==> src/rtl/bsrk_i2c_calc_top.sv <==
// bsrk_i2c_calc_top: I2C target fronting an 8-bit calculator register file
// Ports:
//   clk     system clock (>= 16x SCL)
//   rst_n   synchronous active-low reset
//   ena     harness enable (ignored)
//   ui_in   [0] selects result byte on uo_out (0 = RES[7:0], 1 = RES[15:8])
//   uo_out  registered selected result byte
//   uio_in  [0] SDA in, [1] SCL in
//   uio_out constant 0 (SDA is open-drain through uio_oe)
//   uio_oe  [0] = 1 pulls SDA low
module bsrk_i2c_calc_top #(
  parameter logic [6:0] I2C_ADDR = 7'h42
) (
  input  logic       clk,
  input  logic       rst_n,
  input  logic       ena,
  input  logic [7:0] ui_in,
  output logic [7:0] uo_out,
  input  logic [7:0] uio_in,
  output logic [7:0] uio_out,
  output logic [7:0] uio_oe
);
  typedef enum logic [3:0] {IDLE, ADDR, ACK_ADDR, PTR, ACK_PTR, WDATA, ACK_W, RDATA, MACK} state_t;
  state_t state_q, state_d;
  logic [2:0] sda_q, scl_q;
  logic [3:0] cnt_q, cnt_d;
  logic [7:0] sh_q, sh_d, ptr_q, ptr_d, a_q, a_d, b_q, b_d, uo_q, rd;
  logic [2:0] op_q, op_d;
  logic oe_q, oe_d;
  logic [15:0] res;
  logic sda, scl, scl_rise, scl_fall, start, stop, unused_ok;
  assign unused_ok = &{ena, ui_in[7:1], uio_in[7:2]};
  // [1] is the synchronised level, [2] the previous synchronised level
  assign sda = sda_q[1];
  assign scl = scl_q[1];
  assign scl_rise = scl & ~scl_q[2];
  assign scl_fall = ~scl & scl_q[2];
  assign start = scl & scl_q[2] & sda_q[2] & ~sda;
  assign stop = scl & scl_q[2] & ~sda_q[2] & sda;
  assign uo_out = uo_q;
  assign uio_out = 8'h00;
  assign uio_oe = {7'b0, oe_q};
  always_comb begin
    case (op_q)
      3'd0: res = {8'b0, a_q} + {8'b0, b_q};
      3'd1: res = {8'b0, a_q} - {8'b0, b_q};
      3'd2: res = {8'b0, a_q} * {8'b0, b_q};
      3'd3: res = {8'b0, a_q & b_q};
      3'd4: res = {8'b0, a_q | b_q};
      3'd5: res = {8'b0, a_q ^ b_q};
      3'd6: res = {8'b0, a_q} << b_q[3:0];
      default: res = {8'b0, a_q >> b_q[2:0]};
    endcase
  end
  always_comb
    rd = ptr_q[2:0] == 3'd0 ? a_q :
         ptr_q[2:0] == 3'd1 ? b_q :
         ptr_q[2:0] == 3'd2 ? {5'b0, op_q} :
         ptr_q[2:0] == 3'd3 ? res[7:0] :
         ptr_q[2:0] == 3'd4 ? res[15:8] : 8'h00;
  always_comb begin
    state_d = state_q;
    cnt_d = cnt_q;
    sh_d = sh_q;
    oe_d = oe_q;
    ptr_d = ptr_q;
    a_d = a_q;
    b_d = b_q;
    op_d = op_q;
    case (state_q)
      IDLE: ;
      ADDR, PTR, WDATA: begin
        if (scl_rise) begin
          sh_d = {sh_q[6:0], sda};
          cnt_d = cnt_q + 4'd1;
        end else if (scl_fall && cnt_q == 4'd8) begin
          cnt_d = '0;
          oe_d = 1'b1;
          if (state_q == ADDR) begin
            oe_d = sh_q[7:1] == I2C_ADDR;
            state_d = sh_q[7:1] == I2C_ADDR ? ACK_ADDR : IDLE;
          end else if (state_q == PTR) begin
            ptr_d = sh_q;
            state_d = ACK_PTR;
          end else begin
            a_d = ptr_q[2:0] == 3'd0 ? sh_q : a_q;
            b_d = ptr_q[2:0] == 3'd1 ? sh_q : b_q;
            op_d = ptr_q[2:0] == 3'd2 ? sh_q[2:0] : op_q;
            ptr_d = ptr_q + 8'd1;
            state_d = ACK_W;
          end
        end
      end
      // sh_q still holds the address byte, so bit 0 is R/W
      ACK_ADDR: if (scl_fall) begin
        state_d = sh_q[0] ? RDATA : PTR;
        sh_d = sh_q[0] ? rd : sh_q;
        oe_d = sh_q[0] & ~rd[7];
      end
      ACK_PTR, ACK_W: if (scl_fall) begin
        state_d = WDATA;
        oe_d = 1'b0;
      end
      RDATA: begin
        if (scl_rise) cnt_d = cnt_q + 4'd1;
        else if (scl_fall && cnt_q == 4'd8) begin
          oe_d = 1'b0;
          ptr_d = ptr_q + 8'd1;
          state_d = MACK;
        end else if (scl_fall) begin
          sh_d = {sh_q[6:0], 1'b0};
          oe_d = ~sh_q[6];
        end
      end
      MACK: begin
        if (scl_rise && sda) state_d = IDLE;
        else if (scl_fall) begin
          state_d = RDATA;
          sh_d = rd;
          oe_d = ~rd[7];
          cnt_d = '0;
        end
      end
      default: state_d = IDLE;
    endcase
    // START (incl. repeated) and STOP override whatever transfer is in progress
    if (start) begin
      state_d = ADDR;
      cnt_d = '0;
      oe_d = 1'b0;
    end else if (stop) begin
      state_d = IDLE;
      oe_d = 1'b0;
    end
  end
  always_ff @(posedge clk) begin
    if (!rst_n) begin
      sda_q <= 3'b111;
      scl_q <= 3'b111;
      state_q <= IDLE;
      cnt_q <= '0;
      sh_q <= '0;
      oe_q <= 1'b0;
      ptr_q <= '0;
      a_q <= '0;
      b_q <= '0;
      op_q <= '0;
      uo_q <= '0;
    end else begin
      sda_q <= {sda_q[1:0], uio_in[0]};
      scl_q <= {scl_q[1:0], uio_in[1]};
      state_q <= state_d;
      cnt_q <= cnt_d;
      sh_q <= sh_d;
      oe_q <= oe_d;
      ptr_q <= ptr_d;
      a_q <= a_d;
      b_q <= b_d;
      op_q <= op_d;
      uo_q <= ui_in[0] ? res[15:8] : res[7:0];
    end
  end
endmodule

==> config.mk <==
export PLATFORM = sky130hd
export DESIGN_NAME = bsrk_i2c_calc_top
export DESIGN_NICKNAME = d
export VERILOG_FILES = /design/src/rtl/bsrk_i2c_calc_top.sv
export SDC_FILE = /design/constraint.sdc
export NUM_CORES = 1
export LEC_CHECK = 0
export CORE_MARGIN = 1.5
export CORE_UTILIZATION = 45
export DETAILED_ROUTE_END_ITERATION = 6
export MAX_ROUTING_LAYER = met4
export SYNTH_ARGS = -nofsm -noshare
export SYNTH_HDL_FRONTEND = slang
export SYNTH_SLANG_ARGS = --single-unit
==> constraint.sdc <==
create_clock -name clk -period 6.8 [get_ports clk]
set_clock_uncertainty 0.05 [all_clocks]
set_input_delay 0.68 -clock clk [delete_from_list [all_inputs] [get_ports clk]]
set_output_delay 0.68 -clock clk [all_outputs]
set_load 0.05 [all_outputs]
==> out/metrics.yaml, run 1 <==
status: "completed"
hpwl_mm: 17.19
clk_pin_slew_worst_paths_ns: 0.08
post-route-period-util: 0.8466
setup_slack_ns: 1.043
ant_nets: 0
worst_ep_arrival_time_ns: 5.91
drtIter0Drc: 722
yosys.area_share.simple: 0.2186
final-hold-violation-count: 0
place_inst: 1135
maxSlewHeadroom: 0.2690
synthToLayoutAreaGrowth_pct: 4.373
die_y_um: 130.1
floorplan.initialDensity: 0.4592
instances_no_fill: 1142
cp_common_cell: "fa_1"
setup_tns_ns: 0
critPathMaxFanout: 14
coreArea_um2: 15830
viasPerCell: 6.037
max_cap_violations: 0
drc_errors: 0
grt_pass1_wl_mm: 36.58
h-tree-depth: 2
cts-root-buf: "clkbuf_16"
wl_met2_mm: 9.436
crit_type: "reg2reg"
hold_class: "reg2reg"
gp_congestion: 1.022
syn_avg_cell_area_um2: 7.724
cts_inserted_buffers: 5
vdd_drop_max_mv: 0.08399
top_layer: "met4"
synthArstFlopShare: 0
finalMaxSlewViolations: 0
via_count: 6894
crit_slowest_cell: "dfxtp_1"
placed_area_um2: 7422
synth_cells: 941
yosysWarningCount: 0
pwr-share-seq: 0.474
synth_compound_area_frac: 0.2307
boundaryPins: 43
cts.sinks: 53
grt_pass1_vias: 6420
max_stage_delay_ns: 0.69
fmax_mhz: 173.7
power_density_nw_per_um2: 91.82
synth_area_leaders: "dfxtp_1, ha_1, fa_1"
grtUsageTotal: 0.2885
timing.final.crit_period_ns: 5.757
netlist-cell-type-count: 97
fp.dieW_um: 130.1
p_clk_frac: 0.428
wl_per_cell_um: 19.77
crit_path_end_kind: "flop"
synth_common_cells: "nor2_1, inv_1, nand2_1"
ys.flop_type: "dfxtp_1"
synth.area.mux_share: 0.06610
io_buffers: 13
dpl_worst_slack_ns: 1.157
cts_tree: "done"
yosysMostFrequentCell: "nor2_1"
synth_top_area_frac: 0.1460
cellLeakagePower_nw: 3.073
overflow: 0
post_cts_buffers: 0
synthAdderAreaFrac: 0.2217
tightest_slew_ns: 1.095
drive_above_1_share: 0.06479
combPwrFrac: 0.098
synth_top_family_by_area: "compound AO/OA/AOI/OAI gates"
grt_setup_unrepaired: "no"
synth_edf_count: 0
synth_largest_area_cell: "dfxtp_1"
finish.instance_area_um2: 7586
start_kind: "flop"
antenna_found_initial: 0
num_antenna_cells: 0
switchingPower_mw: 0.1870
cts.repair.resized: 0
num_rows: 46
cts_buffer_depth: 2
path_cells: "clkinv_1, nor2_1, fa_1, fa_1, fa_1, inv_1, fa_1, inv_1, ha_1, nor3_1, nor2_1, nand3_1, and4_1, o31ai_1, nand2_1, a311oi_1"
grt_start_max_net_pins: 35
dr.pass1.iters: 7
synth_area_um2: 7268
synth-xor-area-share: 0.01326
netSwitchingFraction: 0.2685
cts_hold_buf: 0
met1Wirelength_mm: 10.23
met3WireLength_mm: 2.346
crit_required_ns: 6.95
ys_seq_elements: 53
fin_util: 0.4793
seq_area_frac_synth: 0.1460
clock_latency_ns: 0.30
die_area_um2: 16920
drt-total-wl_mm: 22.58
setup_viol: 0
fillCellCount: 1626
intPower_mw: 0.5096
fin_nets: 1051
metrics by stage:
step | total power, mW | hold WS, ns
after floorplan | 0.3941 | 0.3363
after global placement | 0.4050 | 0.3449
after detailed placement | 0.4049 | 0.3457
after CTS | 0.6973 | 0.3670
after global routing | 0.7160 | 0.3873
final | 0.6966 | 0.3625
registers in the layout, indices dropped and copies added, names as in the netlist:
register / flops
a_q: 8
b_q: 8
cnt_q: 4
oe_q: 1
op_q: 3
ptr_q: 3
scl_q: 3
sda_q: 3
sh_q: 8
state_q: 4
uo_out: 8
worst max-delay path: cells and delay by family (launching register included):
kind	cells	cell delay, ns
AND/OR/NAND/NOR	6	1.16
flip-flops	1	0.69
adder cells (fa/ha/maj)	5	2.38
AO/OA/AOI/OAI	2	0.69
buffers and inverters	3	0.68
worst paths after layout:
path,start,end,slack [ns],cells past startpoint
setup reg to reg,b_q[2]$_SDFFE_PN0P_,sh_q[5]$_SDFFE_PN0P_,1.04,16
hold reg to reg,sda_q[0]$_SDFF_PN1_,sda_q[1]$_SDFF_PN1_,0.36,1
hold / removal,sda_q[0]$_SDFF_PN1_,sda_q[1]$_SDFF_PN1_,0.36,1
setup / recovery,b_q[2]$_SDFFE_PN0P_,sh_q[5]$_SDFFE_PN0P_,1.04,16
routing by layer:
metal,GRT usage,up-vias
met3,0.05822,46
met4,0.07255,0
met1,0.4114,3268
met2,0.4152,321
met5,-,-
li1,-,3259
cell families after synthesis:
kind of cell,Yosys count
AND/OR/NAND/NOR,327
AO/OA/AOI/OAI,253
flip-flops,53
XOR/XNOR,11
multiplexers,35
adder cells (fa/ha/maj),106
buffers and inverters,155
other,1
layout by cell type (no fill, tap or decap), types with 8 or more instances in the layout:
cell type        count
nor2_1             106
clkdlybuf4s50_1     13
nor2b_1             16
nand2b_1            17
a211oi_1            15
a31oi_1             13
buf_4               14
dfxtp_1             53
mux4_2               8
nor3_1              18
xnor2_1              8
a22oi_1              9
nand3_1             32
fa_1                38
o211ai_1             9
conb_1              15
mux2i_1             21
and2_1               8
nand2_1             80
ha_1                68
a21oi_1             64
o31ai_1             11
inv_1               86
o21ai_0             52
layout make-up:
cell class	count	area, um2	area share
Clock buffer	5	125.1	0.01649
Timing Repair Buffer	27	235.2	0.03101
Inverter	92	345.3	0.04552
Multi-Input combinational cell	747	5510	0.7264
Sequential cell	53	1061	0.1399
Tap cell	216	270.3	0.03563
Clock inverter	2	38.79	0.005113
power groups by stage:
stage	sequential [mW]	clock [mW]	combinational, mW
2_1_floorplan	0.333	0	0.0613
3_3_place_gp	0.337	0	0.0678
3_5_place_dp	0.337	0	0.0677
4_1_cts	0.330	0.300	0.0679
5_1_grt	0.332	0.310	0.0744
6_report	0.330	0.298	0.0683
No activity file was read; power rests on OpenSTA's default activity.
==> inputs of run 2 (changes only) <==
PLACE_DENSITY = 0.65   (was not set)
clock period = 5.17 ns   (was 6.8 ns; I/O delays follow)
==> out/metrics.yaml, run 2 (synthesized netlist as in run 1, its figures left out) <==
via_count: 7093
fin_nets: 1078
pwr-share-seq: 0.468
io_buffers: 13
hold_path_startpoint: "scl_q[0]$_SDFF_PN1_"
status: "completed"
drt-total-wl_mm: 23.13
cts_tree: "done"
post-route-period-util: 0.9601
maxSlewHeadroom: 0.2867
fillCellCount: 1604
reg2reg_depth: 16
cts_buffer_depth: 2
coreArea_um2: 15830
timing.rr.start: "b_q[2]$_SDFFE_PN0P_"
final_cell_mix: "nor2_1, inv_1, nand2_1"
hold_depth: 1
grt_start_max_net_pins: 34
h-tree-depth: 2
num_rows: 46
reg2reg_slack_ns: 0.21
clk_pin_slew_worst_paths_ns: 0.08
vdd_drop_max_mv: 0.2960
num_antenna_cells: 0
fin_util: 0.4946
dr.pass1.iters: 5
start_kind: "flop"
reg2reg_to: "oe_q$_SDFFE_PP0P_"
netSwitchingFraction: 0.2599
ant_nets: 0
power_density_nw_per_um2: 118.1
crit_required_ns: 5.36
hpwl_mm: 17.86
grtUsageTotal: 0.2919
fp.dieW_um: 130.1
grt_pass1_wl_mm: 36.72
crit_path_end_kind: "flop"
combPwrFrac: 0.098
final_common_cell: "nor2_1"
wl_per_cell_um: 19.77
final-hold-violation-count: 0
antenna_found_initial: 0
switchingPower_mw: 0.2403
drc_errors: 0
critPathMaxFanout: 5
path_cells: "inv_2, nor2_1, fa_1, fa_1, fa_1, inv_1, fa_1, inv_1, ha_1, nor3_1, nor2_2, nand4_1, mux2i_2, a31oi_1, or4b_1, nand2_1"
p_clk_frac: 0.434
hold_slack_ns: 0.3649
total_power_mw: 0.9244
cts-root-buf: "clkbuf_16"
max_stage_delay_ns: 0.56
overflow: 0
crit_type: "reg2reg"
cts_hold_buf: 0
grt_pass1_vias: 6460
intPower_mw: 0.6841
whs_endpoint: "scl_q[1]$_SDFF_PN1_"
setup_tns_ns: 0
finalMaxSlewViolations: 0
die_y_um: 130.1
fmax_mhz: 201.5
crit_slowest_cell: "fa_1"
worst_ep_arrival_time_ns: 5.16
drtIter0Drc: 714
grt_setup_unrepaired: "no"
hold_class: "reg2reg"
max_cap_violations: 0
floorplan.initialDensity: 0.4592
cts_inserted_buffers: 5
post_cts_buffers: 0
cellLeakagePower_nw: 3.205
drive_above_1_share: 0.1059
synthToLayoutAreaGrowth_pct: 7.712
tightest_slew_ns: 1.069
setup_viol: 0
timing.final.crit_period_ns: 4.964
die_area_um2: 16920
cp_common_cell: "fa_1"
cts.sinks: 53
viasPerCell: 6.062
gp_congestion: 0.9862
clock_latency_ns: 0.30
boundaryPins: 43
==> run 2: cell count changes in the layout (fill, tap and decap cells not counted), sizes merged <==
cell,before,now
buf,14,41
clkinvlp,0,1
clkbuf,5,6
clkinv,3,2
==> run 2: repair_timing <==
action / 4_1_cts / 5_1_grt
setup endpoints to repair: 0 / 12
gates resized for setup: 0 / 14
endpoints found under the hold margin: 0 / 0
==> run 2: worst max-delay path: cells and delay by family, from the launching register on <==
family,cells,cell delay [ns]
flops,1,0.50
buf+inv,3,0.24
compound gates,1,0.19
mux,1,0.25
fa+ha+maj,5,2.37
simple gates,6,1.29
==> run 2: area by class of cell <==
cell class	count	area, um2	area share
clock buffer	6	138.9	0.01774
tap	216	270.3	0.03452
sequential	53	1066	0.1362
multi-input combinational	747	5533	0.7067
inverter	92	345.3	0.04411
timing repair buffer	54	437.9	0.05594
clock inverter	2	37.54	0.004795
==> run 2: per-layer routing <==
| metal | vias up | GRT usage | share of wire | wire length (um) |
|---|---|---|---|---|
| met5 | - | - | 0 | 0 |
| met4 | 0 | 0.09608 | 0.031 | 727 |
| met3 | 46 | 0.05863 | 0.086 | 1994 |
| met2 | 330 | 0.4272 | 0.43 | 10030 |
| met1 | 3392 | 0.4015 | 0.45 | 10370 |
| li1 | 3325 | - | - | - |
==> run 2: worst max-delay path by stage <==
stage                        start                    to  slack (ns)
6_report       b_q[2]$_SDFFE_PN0P_     oe_q$_SDFFE_PP0P_        0.21
5_1_grt        b_q[2]$_SDFFE_PN0P_  uo_out[6]$_SDFF_PN0_       0.002
2_1_floorplan  b_q[2]$_SDFFE_PN0P_     oe_q$_SDFFE_PP0P_        0.31
3_5_place_dp   a_q[2]$_SDFFE_PN0P_     oe_q$_SDFFE_PP0P_        0.11
4_1_cts        a_q[2]$_SDFFE_PN0P_     oe_q$_SDFFE_PP0P_        0.06
3_3_place_gp   a_q[2]$_SDFFE_PN0P_     oe_q$_SDFFE_PP0P_        0.14
==> run 2: power by group through the flow <==
stage | clock network (mW) | logic (mW) | registers [mW]
after floorplan | 0 | 0.0806 | 0.438
after global placement | 0 | 0.0889 | 0.442
after detailed placement | 0 | 0.0890 | 0.442
after CTS | 0.408 | 0.0895 | 0.432
after global routing | 0.425 | 0.0980 | 0.434
final | 0.401 | 0.0904 | 0.433
==> run 2: per-stage QoR <==
stage          worst slack [ns]  cells  cell area, um2
2_1_floorplan            0.3113    955            7321
3_3_place_gp             0.1375   1162            7625
3_5_place_dp             0.1093   1162            7625
4_1_cts                 0.06336   1170            7801
5_1_grt                0.002388   1170            7829
6_report                 0.2064   1170            7829
